==> config.mk <==
export PLATFORM = sky130hd
export DESIGN_NAME = clock_set_ctrl
export DESIGN_NICKNAME = d
export VERILOG_FILES = /design/src/rtl/clock_set_ctrl.sv
export SDC_FILE = /design/constraint.sdc
export NUM_CORES = 1
export LEC_CHECK = 0
export ABC_AREA = 1
export BUFFER_PORTS_ARGS = -buffer_cell sky130_fd_sc_hd__buf_2
export CAP_MARGIN = 5
export CORE_AREA = 2 2 73 102
export DETAILED_ROUTE_END_ITERATION = 16
export DIE_AREA = 0 0 75 104
export PLACE_DENSITY = 0.68
export SETUP_SLACK_MARGIN = 0.05
export SLEW_MARGIN = 25
export SYNTH_ARGS = -nofsm -noshare
export SYNTH_HDL_FRONTEND = slang
export SYNTH_SLANG_ARGS = --single-unit
==> constraint.sdc <==
create_clock -name clk -period 1.4 [get_ports clk]
set_input_delay 0.07 -clock clk [delete_from_list [all_inputs] [get_ports clk]]
set_output_delay 0.07 -clock clk [all_outputs]
set_load 0.01 [all_outputs]
==> src/rtl/clock_set_ctrl.sv <==
// ---------------------------------------------------------------------------
// clock_set_ctrl
//   Front end for the 12-hour BCD clock core. Produces the once-per-second
//   tick enable and runs a two-button (mode / increment) time-set machine
//   that edits a shadow copy of hours, minutes and AM/PM. On commit, it
//   issues a one-cycle load strobe back into the core.
//
// Parameters
//   TICK_DIV  clock cycles per tick_ena pulse (>= 2)
//
// Ports
//   clk       in   rising-edge clock
//   reset     in   asynchronous, active-low reset
//   btn_mode  in   debounced mode button (level, clk-synchronous)
//   btn_inc   in   debounced increment button (level, clk-synchronous)
//   cur_hh    in   core hours, BCD 01..12
//   cur_mm    in   core minutes, BCD 00..59
//   cur_pm    in   core PM flag
//   tick_ena  out  one-cycle enable pulse to the core (RUN only)
//   load      out  one-cycle load strobe (COMMIT cycle)
//   load_hh   out  shadow hours, BCD
//   load_mm   out  shadow minutes, BCD
//   load_pm   out  shadow PM flag
//   mode      out  0 RUN, 1 SET_HH, 2 SET_MM, 3 COMMIT
// ---------------------------------------------------------------------------
module clock_set_ctrl #(
    parameter int TICK_DIV = 50_000_000
) (
    input  logic       clk,
    input  logic       reset,
    input  logic       btn_mode,
    input  logic       btn_inc,
    input  logic [7:0] cur_hh,
    input  logic [7:0] cur_mm,
    input  logic       cur_pm,
    output logic       tick_ena,
    output logic       load,
    output logic [7:0] load_hh,
    output logic [7:0] load_mm,
    output logic       load_pm,
    output logic [1:0] mode
);

    localparam int             CNT_W = $clog2(TICK_DIV);
    localparam logic [CNT_W-1:0] TERM = CNT_W'(TICK_DIV - 1);

    typedef enum logic [1:0] {
        RUN    = 2'd0,
        SET_HH = 2'd1,
        SET_MM = 2'd2,
        COMMIT = 2'd3
    } state_t;

    state_t           state_q, state_d;
    logic [CNT_W-1:0] presc_q, presc_d;
    logic [7:0]       hh_q, hh_d;
    logic [7:0]       mm_q, mm_d;
    logic             pm_q, pm_d;
    logic             prev_mode_q, prev_inc_q;
    logic             mode_edge, inc_edge;

    function automatic logic hh_is_valid(input logic [7:0] hh);
        return ((hh[7:4] == 4'h0) && (hh[3:0] >= 4'h1) && (hh[3:0] <= 4'h9)) ||
               (hh == 8'h10) || (hh == 8'h11) || (hh == 8'h12);
    endfunction

    function automatic logic mm_is_valid(input logic [7:0] mm);
        return (mm[7:4] <= 4'h5) && (mm[3:0] <= 4'h9);
    endfunction

    // 01..09 -> 10 -> 11 -> 12 -> 01
    function automatic logic [7:0] hh_inc(input logic [7:0] hh);
        if (hh == 8'h12)
            return 8'h01;
        else if (hh[3:0] == 4'h9)
            return 8'h10;
        else
            return hh + 8'h01;
    endfunction

    // 00..59, wraps without carry
    function automatic logic [7:0] mm_inc(input logic [7:0] mm);
        if (mm == 8'h59)
            return 8'h00;
        else if (mm[3:0] == 4'h9)
            return {mm[7:4] + 4'h1, 4'h0};
        else
            return mm + 8'h01;
    endfunction

    // Mode edge has priority: a simultaneous inc edge is dropped.
    assign mode_edge = btn_mode & ~prev_mode_q;
    assign inc_edge  = btn_inc & ~prev_inc_q & ~mode_edge;

    always_comb begin
        state_d = state_q;
        presc_d = '0;
        hh_d    = hh_q;
        mm_d    = mm_q;
        pm_d    = pm_q;
        case (state_q)
            RUN: begin
                presc_d = (presc_q == TERM) ? '0 : presc_q + CNT_W'(1);
                if (mode_edge) begin
                    state_d = SET_HH;
                    hh_d    = hh_is_valid(cur_hh) ? cur_hh : 8'h12;
                    mm_d    = mm_is_valid(cur_mm) ? cur_mm : 8'h00;
                    pm_d    = cur_pm;
                end
            end
            SET_HH: begin
                if (mode_edge) begin
                    state_d = SET_MM;
                end else if (inc_edge) begin
                    hh_d = hh_inc(hh_q);
                    // Only 11 -> 12 crosses noon/midnight.
                    if (hh_q == 8'h11)
                        pm_d = ~pm_q;
                end
            end
            SET_MM: begin
                if (mode_edge)
                    state_d = COMMIT;
                else if (inc_edge)
                    mm_d = mm_inc(mm_q);
            end
            COMMIT: state_d = RUN;
            default: state_d = RUN;
        endcase
    end

    always_ff @(posedge clk or negedge reset) begin
        if (!reset) begin
            state_q     <= RUN;
            presc_q     <= '0;
            hh_q        <= 8'h12;
            mm_q        <= 8'h00;
            pm_q        <= 1'b0;
            // Start high so a button held through reset release is not an edge.
            prev_mode_q <= 1'b1;
            prev_inc_q  <= 1'b1;
        end else begin
            state_q     <= state_d;
            presc_q     <= presc_d;
            hh_q        <= hh_d;
            mm_q        <= mm_d;
            pm_q        <= pm_d;
            prev_mode_q <= btn_mode;
            prev_inc_q  <= btn_inc;
        end
    end

    // Outputs decode registers only; no input-to-output paths.
    assign tick_ena = (state_q == RUN) && (presc_q == TERM);
    assign load     = (state_q == COMMIT);
    assign load_hh  = hh_q;
    assign load_mm  = mm_q;
    assign load_pm  = pm_q;
    assign mode     = state_q;

endmodule

==> results of run 1 <==
[routing by layer]
metal | vias up | global-route usage, % | part of all wire [%]
li1 | 1675 | - | -
met5 | - | 0 | 0
met2 | 88 | 42.3 | 55
met3 | 25 | 2.71 | 3.3
met4 | 0 | 11.5 | 3.3
met1 | 1640 | 27.8 | 38
[registers in the layout, indices dropped and copies added, names as in the netlist]
name and flops:
presc_q 26, load_pm 1, prev_inc_q 1, load_hh 8, mode 2, load_mm 8
prev_mode_q 1
[power breakdown]
| part | internal (mW) | leakage, nW | total, mW | switching, mW |
|---|---|---|---|---|
| logic | 2.07 | 1.62 | 4.80 | 2.73 |
| registers | 1.62 | 0.612 | 1.86 | 0.238 |
| clock network | 0.539 | 0.0548 | 1.08 | 0.540 |
[worst max-delay path, delay by kind of cell, from the launching register on]
kind / cells / cell delay (ns)
and+or+nand+nor: 4 / 0.58
DFF: 1 / 0.41
buffers and inverters: 3 / 0.34
[cells by family after synthesis]
family | share of synthesized area [%]
xor+xnor | 3.61
fa+ha+maj | 3.57
compound gates | 6.98
simple gates | 40.6
flops | 37.4
buf+inv | 7.85
[area by class of cell]
type	instances	area (um2)
clock buffers	5	68.8
multi-input cells	346	2360
well taps	95	119
inverters	56	238
fillers	516	1940
repair buffers	118	933
flip-flops and latches	47	1190
clock inverters	3	46.3
[cells in the final DEF, fill, tap and decap left out, types with 4 or more instances in the layout]
cell	synthesis	layout
buf_6	0	30
nor3_1	8	5
ha_1	9	4
buf_4	1	44
nor2_4	4	18
buf_2	2	39
nor2_1	70	50
nand2_1	126	94
clkbuf_8	0	5
dfrtp_1	43	37
nand2_4	2	9
nand3_2	2	11
nand3_1	39	27
ha_4	0	5
inv_4	0	4
xor2_1	8	6
o21ai_1	2	8
dfstp_2	4	4
inv_1	55	46
a21oi_2	1	4
o21ai_2	0	5
nand2_2	6	26
nand4_1	9	9
nor2_2	15	21
a21oi_1	10	8
dfrtp_2	0	6
nand2_8	0	6
o21ai_0	18	6
[path summary, 6_finish.rpt]
| kind | endpoint | slack [ns] |
|---|---|---|
| worst max-delay path | tick_ena | -0.32 |
| worst min register to register | presc_q[21] | 0.54 |
| worst max register to register | presc_q[20] | -0.20 |
| worst min-delay path | load_mm[1] | 0.007 |
| min in group asynchronous | load_mm[1] | 0.23 |
| max in group asynchronous | load_hh[1] | 0.59 |
[what timing repair did]
| item | CTS | global route |
|---|---|---|
| endpoints found under the setup margin | 38 | 46 |
| gates cloned | 3 | 0 |
| hold endpoints to repair | 47 | 0 |
| buffers inserted | 23 | 19 |
| resized for setup | 77 | 92 |
| hold buffers | 3 | 0 |
| pin swaps | 41 | 61 |
==> results.py, run 1 <==
metrics = {
    "grt": {
        "grt_pass1_vias": 3377,
        "grt_max_degree": 36,
        "grt_first_pass_wirelength_um": 14800,
        "overflow": 0,
        "track_usage_pct": 24.1,
        "antenna_found_initial": 0,
    },
    "worst_setup_path": {
        "cp_cell_sequence": "inv_1 -> nand2_1 -> nor2_2 -> nand4_1 -> nor4_2 -> buf_4 -> buf_6",
        "cp-start-kind": "flip-flop",
        "timing.critical_path.fanout_max": 2,
        "timing.rr.start": "presc_q[0]",
        "worstSetupStartpoint": "presc_q[10]",
        "worstPathArrival_ns": 1.65,
        "endpoint_kind": "primary output",
        "crit_required_ns": 1.33,
        "worst-setup-path-type": "reg -> out",
        "reg2regPathDepth": 10,
        "slowest_stage": "dfrtp_1",
        "slowest_delay_ns": 0.41,
    },
    "clocking": {
        "cts_root_buffer": "clkbuf_8",
        "clk_pin_slew_ns": 0.11,
        "cts_made_buffers": 5,
        "cts_sinks": 47,
        "htree_num_levels": 2,
        "clockBufferDepth": 2,
        "cts_tree": "done",
        "clock_latency_ns": 0.31,
    },
    "sta": {
        "whs_ns": 0.00676,
        "fin_ws_ns": -0.319,
        "min_period_over_period_pct": 123,
        "fin_crit_ns": 1.72,
        "tightest_slew_ns": 0.349,
        "setup_viol": 41,
        "fmax_mhz": 582,
        "relSlewSlack_pct": 76.7,
        "clock_skew_ns": 0.00907,
        "rsz0062_at_grt": "true",
        "setup_tns_ns": -4.15,
        "drv_slew": 0,
        "hold_viol_final": 0,
    },
    "synthesis": {
        "synthTopCellsByCount": "nand2_1 (126), nor2_1 (70), inv_1 (55)",
        "syn-num-nets": 480,
        "syn_area_um2": 3160,
        "synthMostInstantiatedCell": "nand2_1",
        "synth_area_leaders": "dfrtp_1 (34%), nand2_1 (15%), nor2_1 (8.3%)",
        "synth_ff_type": "dfrtp_1",
        "yosysTopAreaCellShare_pct": 34.1,
        "synthCells": 450,
        "synth_edf_count": 0,
        "ys_seq_elements": 47,
        "yosysUniqueCellTypes": 31,
        "async_reset_ff_share_pct": 100,
        "avgSynthCellArea_um2": 7.01,
        "yosys.area.top_type": "dfrtp_1",
        "ys_seq_area_share_pct": 37.4,
        "yosys_warnings": 0,
    },
    "power_and_ir_drop": {
        "cellLeakagePower_nw": 2.28,
        "power.total_mw": 7.74,
        "power_density_nw_per_um2": 1560,
        "ir_drop_mv": 1.18,
    },
    "hold_path": {
        "hp-class": "in -> reg",
        "holdPathStages": 3,
        "hold_start": "cur_mm[1]",
    },
    "cells_and_area": {
        "syn_to_final_growth_pct": 56.9,
        "n_antenna_cell": 0,
        "fin_cells": 670,
        "stdcell_area_um2": 4950,
        "utilization_pct": 71.8,
        "layout-drive-gt1-share_pct": 46.6,
        "finalNetCount": 604,
    },
    "status": {
        "violations": "setup timing",
        "outcome": "complete, but fails checks",
    },
    "floorplan": {
        "fp.dieW_um": 75,
        "core_region_area_um2": 6890,
        "rows": 36,
        "initial_core_util_pct": 45.8,
        "pin_count": 42,
        "die_h_um": 104,
        "die_area_um2": 7800,
    },
    "detailed_routing": {
        "viasPerCell": 5.12,
        "ant_nets": 0,
        "drc": 0,
        "drtIter0Drc": 197,
        "wl_per_cell_um": 14.8,
        "drt-total-wl_um": 9940,
        "first_pass_iters": 4,
        "via_count": 3428,
    },
    "job": {
        "maxCapViolCount": 0,
    },
    "place": {
        "dp_slack_ns": -0.113,
        "portBuffers": 41,
        "placed_cells": 623,
        "routabilityCongestion": 0.872,
        "dp_hpwl_um": 5970,
        "dpl_cell_area_um2": 3880,
    },
}
Power figures use the tool's default switching activity.
==> inputs of run 2 (changes only) <==
--- a/config.mk
+++ b/config.mk
@@ -12,7 +12,7 @@
 export DETAILED_ROUTE_END_ITERATION = 16
 export DIE_AREA = 0 0 75 104
 export PLACE_DENSITY = 0.68
-export SETUP_SLACK_MARGIN = 0.05
+export SETUP_SLACK_MARGIN = 0.2
 export SLEW_MARGIN = 25
 export SYNTH_ARGS = -nofsm -noshare
 export SYNTH_HDL_FRONTEND = slang
==> run 2 against run 1 <==
Compared with the run above: cell count unchanged; count of clock-buffer cells in the layout rose by 1; register-to-register slack hardly changed; die area is the same; flip-flop and latch count stayed put; critical path type unchanged; the run still ends with setup timing left; sequential share of layout area increased by 0.15 points; power is 1.4% higher; via count rose by 0.79%; critical path depth decreased by 1.
==> results.py, run 2 (synthesis gave the netlist of run 1 again) <==
metrics = {
    "worst_setup_path": {
        "cp_num_buf_inv": 2,
        "cp-start-kind": "flip-flop",
        "rr_endpoint": "presc_q[16]",
        "critPathTopFamily": "simple AND/OR/NAND/NOR gates",
        "cp_cell_sequence": "nand2_2 -> nor2_4 -> nand2_4 -> nor4_4 -> buf_4 -> buf_6",
        "slowest_delay_ns": 0.43,
        "timing.rr.start": "presc_q[0]",
        "cp.depth": 6,
        "worstPathArrival_ns": 1.66,
        "worst-setup-path-type": "reg -> out",
        "timing.critical_path.fanout_max": 4,
        "reg2regPathDepth": 9,
        "rrSetupSlack_ns": -0.20,
        "slowest_stage": "dfrtp_1",
        "crit_required_ns": 1.33,
        "endpoint_kind": "primary output",
    },
    "clocking": {
        "cts_root_buffer": "clkbuf_8",
        "cts_sinks": 47,
        "htree_num_levels": 2,
        "clockBufferDepth": 2,
        "cts_made_buffers": 5,
        "clock_latency_ns": 0.31,
        "cts_tree": "done",
        "clk_pin_slew_ns": 0.09,
    },
    "hold_path": {
        "hold_start": "cur_mm[1]",
        "hold_path_end": "load_mm[1]",
        "holdPathStages": 3,
        "hp-class": "in -> reg",
    },
    "grt": {
        "antenna_found_initial": 0,
        "overflow": 0,
        "grt_pass1_vias": 3478,
        "track_usage_pct": 24.8,
        "grt_first_pass_wirelength_um": 15400,
        "grt_max_degree": 33,
    },
    "power_and_ir_drop": {
        "power.total_mw": 7.85,
        "cellLeakagePower_nw": 2.28,
        "ir_drop_mv": 1.26,
        "power_density_nw_per_um2": 1600,
    },
    "place": {
        "dp_hpwl_um": 6060,
        "dpl_cell_area_um2": 3870,
        "placed_cells": 617,
        "routabilityCongestion": 0.968,
        "dp_slack_ns": -0.136,
        "portBuffers": 41,
    },
    "detailed_routing": {
        "drc": 0,
        "wl_per_cell_um": 14.1,
        "first_pass_iters": 4,
        "viasPerCell": 5.16,
        "drt-total-wl_um": 9440,
        "ant_nets": 0,
        "drtIter0Drc": 210,
        "via_count": 3455,
    },
    "cells_and_area": {
        "final_common_cell": "nand2_1",
        "fin_cells": 670,
        "utilization_pct": 71.3,
        "n_antenna_cell": 0,
        "largest_register": "presc_q",
        "multi_input_area_um2": 2300,
        "stdcell_area_um2": 4920,
        "largest_reg_flops": 26,
        "regArea_um2": 1190,
        "syn_to_final_growth_pct": 55.8,
        "num-fill-cells": 520,
        "layout-drive-gt1-share_pct": 45.6,
        "finalNetCount": 604,
        "final_cell_mix": "nand2_1 (94), nor2_1 (50), buf_4 (48), inv_1 (47), dfrtp_1 (38)",
    },
    "floorplan": {
        "fp.dieW_um": 75,
        "rows": 36,
        "core_region_area_um2": 6890,
        "die_area_um2": 7800,
        "pin_count": 42,
        "initial_core_util_pct": 45.8,
        "die_h_um": 104,
    },
    "sta": {
        "whs_ns": 0.00884,
        "relSlewSlack_pct": 72.6,
        "setup_viol": 44,
        "hold_viol_final": 0,
        "setup_tns_ns": -4.42,
        "drv_slew": 0,
        "tightest_slew_ns": 0.411,
        "min_period_over_period_pct": 123,
        "rsz0062_at_grt": "true",
        "fin_crit_ns": 1.73,
        "fmax_mhz": 579,
        "clock_skew_ns": 0.00861,
        "fin_ws_ns": -0.327,
    },
    "job": {
        "maxCapViolCount": 0,
    },
    "status": {
        "outcome": "complete, but fails checks",
        "violations": "setup timing",
    },
}
run 2: layout make-up:
cell class	instances	share of cell area (%)
multi-input cells	345	46.7
flip-flops and latches	47	24.2
repair buffers	119	19.6
inverters	56	4.73
well taps	95	2.42
clock buffers	6	1.68
clock inverters	2	0.713
run 2: worst max-delay path by stage:
| stage | to | from | slack (ns) |
|---|---|---|---|
| CTS | tick_ena | presc_q[10] | -0.28 |
| finish | tick_ena | presc_q[6] | -0.33 |
| global placement | load_mm[7] | mode[1] | -0.05 |
| detailed placement | load_mm[7] | mode[1] | -0.14 |
| floorplan | load_mm[7] | mode[1] | -0.08 |
| global route | tick_ena | presc_q[6] | -0.40 |
run 2: what timing repair did:
item / in CTS / in global routing
setup buffers: 27 / 13
cloned: 2 / 0
resized for setup: 80 / 60
setup endpoints to repair: 47 / 48
endpoints found under the hold margin: 14 / 0
hold buffers: 3 / 0
pin swaps: 33 / 48
run 2: worst register-to-register path, cell delays in order, from the launching register on:
cell and delay [ns]:
dfrtp_1 0.37, ha_2 0.19, nand2_2 0.06, buf_6 0.12
nor2_4 0.18, nand2_4 0.11, nor2_8 0.18, buf_6 0.13
xnor2_2 0.09, nor2_1 0.06
run 2: report_power, final:
group | internal (mW) | leakage [nW] | switching [mW] | total [mW]
clock network | 0.579 | 0.0612 | 0.492 | 1.07
logic | 2.28 | 1.61 | 2.63 | 4.92
registers | 1.63 | 0.613 | 0.233 | 1.86
total | 4.49 | 2.28 | 3.36 | 7.85
run 2: metal layers:
metal	GRT usage [%]	vias to the layer above	wire (um)
li1	-	1678	-
met4	12.2	0	385
met5	0	-	0
met1	28.2	1642	3640
met2	43.1	96	5110
met3	4.07	39	300
==> inputs of run 3 (changes only) <==
==> constraint.sdc (replaced) <==
create_clock -name clk -period 1.5 [get_ports clk]
set_input_delay 0.075 -clock clk [delete_from_list [all_inputs] [get_ports clk]]
set_output_delay 0.075 -clock clk [all_outputs]
set_load 0.01 [all_outputs]
==> run 3 against run 2 <==
Compared with the run above: the flow still finishes with violations (setup timing); flip-flop and latch count is the same; count of clock-buffer cells in the layout grew 1; setup slack gained 0.17 ns; first-iteration DRC count shrank 22%; power shrank 14%; critical path type unchanged; critical endpoint unchanged; largest power group unchanged; highest routed layer unchanged.
==> results.py, run 3 (synthesis gave the netlist of run 1 again) <==
metrics = {
    "cells_and_area": {
        "largest_reg_flops": 26,
        "finalNetCount": 582,
        "num-fill-cells": 534,
        "fin_cells": 648,
        "utilization_pct": 67.4,
        "layout-drive-gt1-share_pct": 39.8,
        "final_common_cell": "nand2_1",
        "syn_to_final_growth_pct": 47.3,
        "final_cell_mix": "nand2_1 (101), nor2_1 (59), inv_1 (48), dfrtp_1 (39), buf_2 (38)",
        "largest_register": "presc_q",
        "stdcell_area_um2": 4650,
        "n_antenna_cell": 0,
    },
    "sta": {
        "fin_ws_ns": -0.155,
        "rsz0062_at_grt": "true",
        "min_period_over_period_pct": 110,
        "clock_skew_ns": 0.0114,
        "whs_ns": 0.0308,
        "hold_viol_final": 0,
        "fmax_mhz": 604,
        "fin_crit_ns": 1.66,
        "setup_tns_ns": -1.83,
        "setup_viol": 29,
        "tightest_slew_ns": 0.278,
        "relSlewSlack_pct": 81.3,
        "drv_slew": 0,
    },
    "grt": {
        "overflow": 0,
        "track_usage_pct": 22.6,
        "antenna_found_initial": 0,
        "grt_pass1_vias": 3214,
        "grt_max_degree": 48,
        "grt_first_pass_wirelength_um": 14000,
    },
    "hold_path": {
        "hp-class": "in -> reg",
        "hold_path_end": "load_mm[1]",
        "holdPathStages": 3,
        "hold_start": "cur_mm[1]",
    },
    "worst_setup_path": {
        "timing.rr.start": "presc_q[6]",
        "reg2regPathDepth": 10,
        "crit_required_ns": 1.42,
        "endpoint_kind": "primary output",
        "worst-setup-path-type": "reg -> out",
        "rrSetupSlack_ns": -0.11,
        "worstPathArrival_ns": 1.58,
        "timing.critical_path.fanout_max": 6,
        "cp-start-kind": "flip-flop",
        "worstSetupStartpoint": "presc_q[17]",
        "rr_endpoint": "presc_q[22]",
    },
    "job": {
        "maxCapViolCount": 0,
    },
    "clocking": {
        "clockBufferDepth": 2,
        "cts_tree": "done",
        "cts_made_buffers": 5,
        "clk_pin_slew_ns": 0.09,
        "cts_sinks": 47,
        "cts_root_buffer": "clkbuf_8",
        "htree_num_levels": 2,
        "clock_latency_ns": 0.30,
    },
    "floorplan": {
        "core_region_area_um2": 6890,
        "pin_count": 42,
        "initial_core_util_pct": 45.8,
        "fp.dieW_um": 75,
        "die_area_um2": 7800,
        "rows": 36,
        "die_h_um": 104,
    },
    "detailed_routing": {
        "drt-total-wl_um": 8790,
        "wl_per_cell_um": 13.6,
        "ant_nets": 0,
        "via_count": 3324,
        "wl_met2_um": 4830,
        "wl_met1_um": 3330,
        "first_pass_iters": 4,
        "drc": 0,
        "wl_met3_um": 352,
        "highest-signal-layer": "met4",
        "viasPerCell": 5.13,
        "drtIter0Drc": 164,
    },
    "status": {
        "outcome": "complete, but fails checks",
        "violations": "setup timing",
    },
    "power_and_ir_drop": {
        "ir_drop_mv": 1.21,
        "power.total_mw": 6.77,
        "cellLeakagePower_nw": 2.14,
        "power_density_nw_per_um2": 1460,
    },
    "place": {
        "placed_cells": 598,
        "dpl_cell_area_um2": 3720,
        "dp_slack_ns": -0.0124,
        "routabilityCongestion": 0.865,
        "dp_hpwl_um": 5590,
        "portBuffers": 41,
    },
}
## run 3: cell types whose count changed in the layout (fill, tap and decap cells not counted), moves of 6 or more
cell     change
buf_4       -20
nand2_1      +7
nand2_2      -6
nor2_1       +9
nor2_2       -6
## run 3: final cells by class
cell class              count  area, um2  area share [%]
repair buffers             96        772            16.6
inverters                  56        233            5.01
flip-flops and latches     47       1190            25.5
well taps                  95        119            2.56
clock buffers               7       96.3            2.07
clock inverters             1       7.51           0.162
multi-input cells         346       2230            48.1
## run 3: worst max path at each step
stage | to | depth (start not counted)
after CTS | tick_ena | 7
after floorplan | load_mm[7] | 10
after global placement | load_mm[7] | 9
final | tick_ena | 6
after detailed placement | load_mm[7] | 9
after global routing | tick_ena | 7
## run 3: per-layer routing
layer | GRT usage (%) | up-vias
li1 | - | 1634
met1 | 26.0 | 1555
met2 | 39.1 | 106
met3 | 3.68 | 29
met4 | 10.7 | 0
met5 | 0 | -
## run 3: where the power goes
part / leakage [nW] / total (mW) / switching (mW) / internal (mW)
logic: 1.47 / 4.09 / 2.31 / 1.78
clock network: 0.0505 / 0.875 / 0.455 / 0.420
registers: 0.615 / 1.81 / 0.290 / 1.52
total: 2.14 / 6.77 / 3.06 / 3.72
## run 3: worst max-delay path, cell delays in order, from the launching register on
cell	delay, ns
dfrtp_2	0.47
nand2_1	0.08
nor2_1	0.11
nand4_1	0.14
nor4_4	0.24
buf_4	0.15
buf_6	0.09
## run 3: what timing repair did
| item | 4_1_cts | 5_1_grt |
|---|---|---|
| setup endpoints to repair | 41 | 46 |
| buffers inserted | 22 | 14 |
| gates resized for setup | 61 | 57 |
| hold buffers | 3 | 0 |
| gates cloned | 3 | 0 |
| endpoints found under the hold margin | 47 | 0 |
| pin swaps | 30 | 36 |
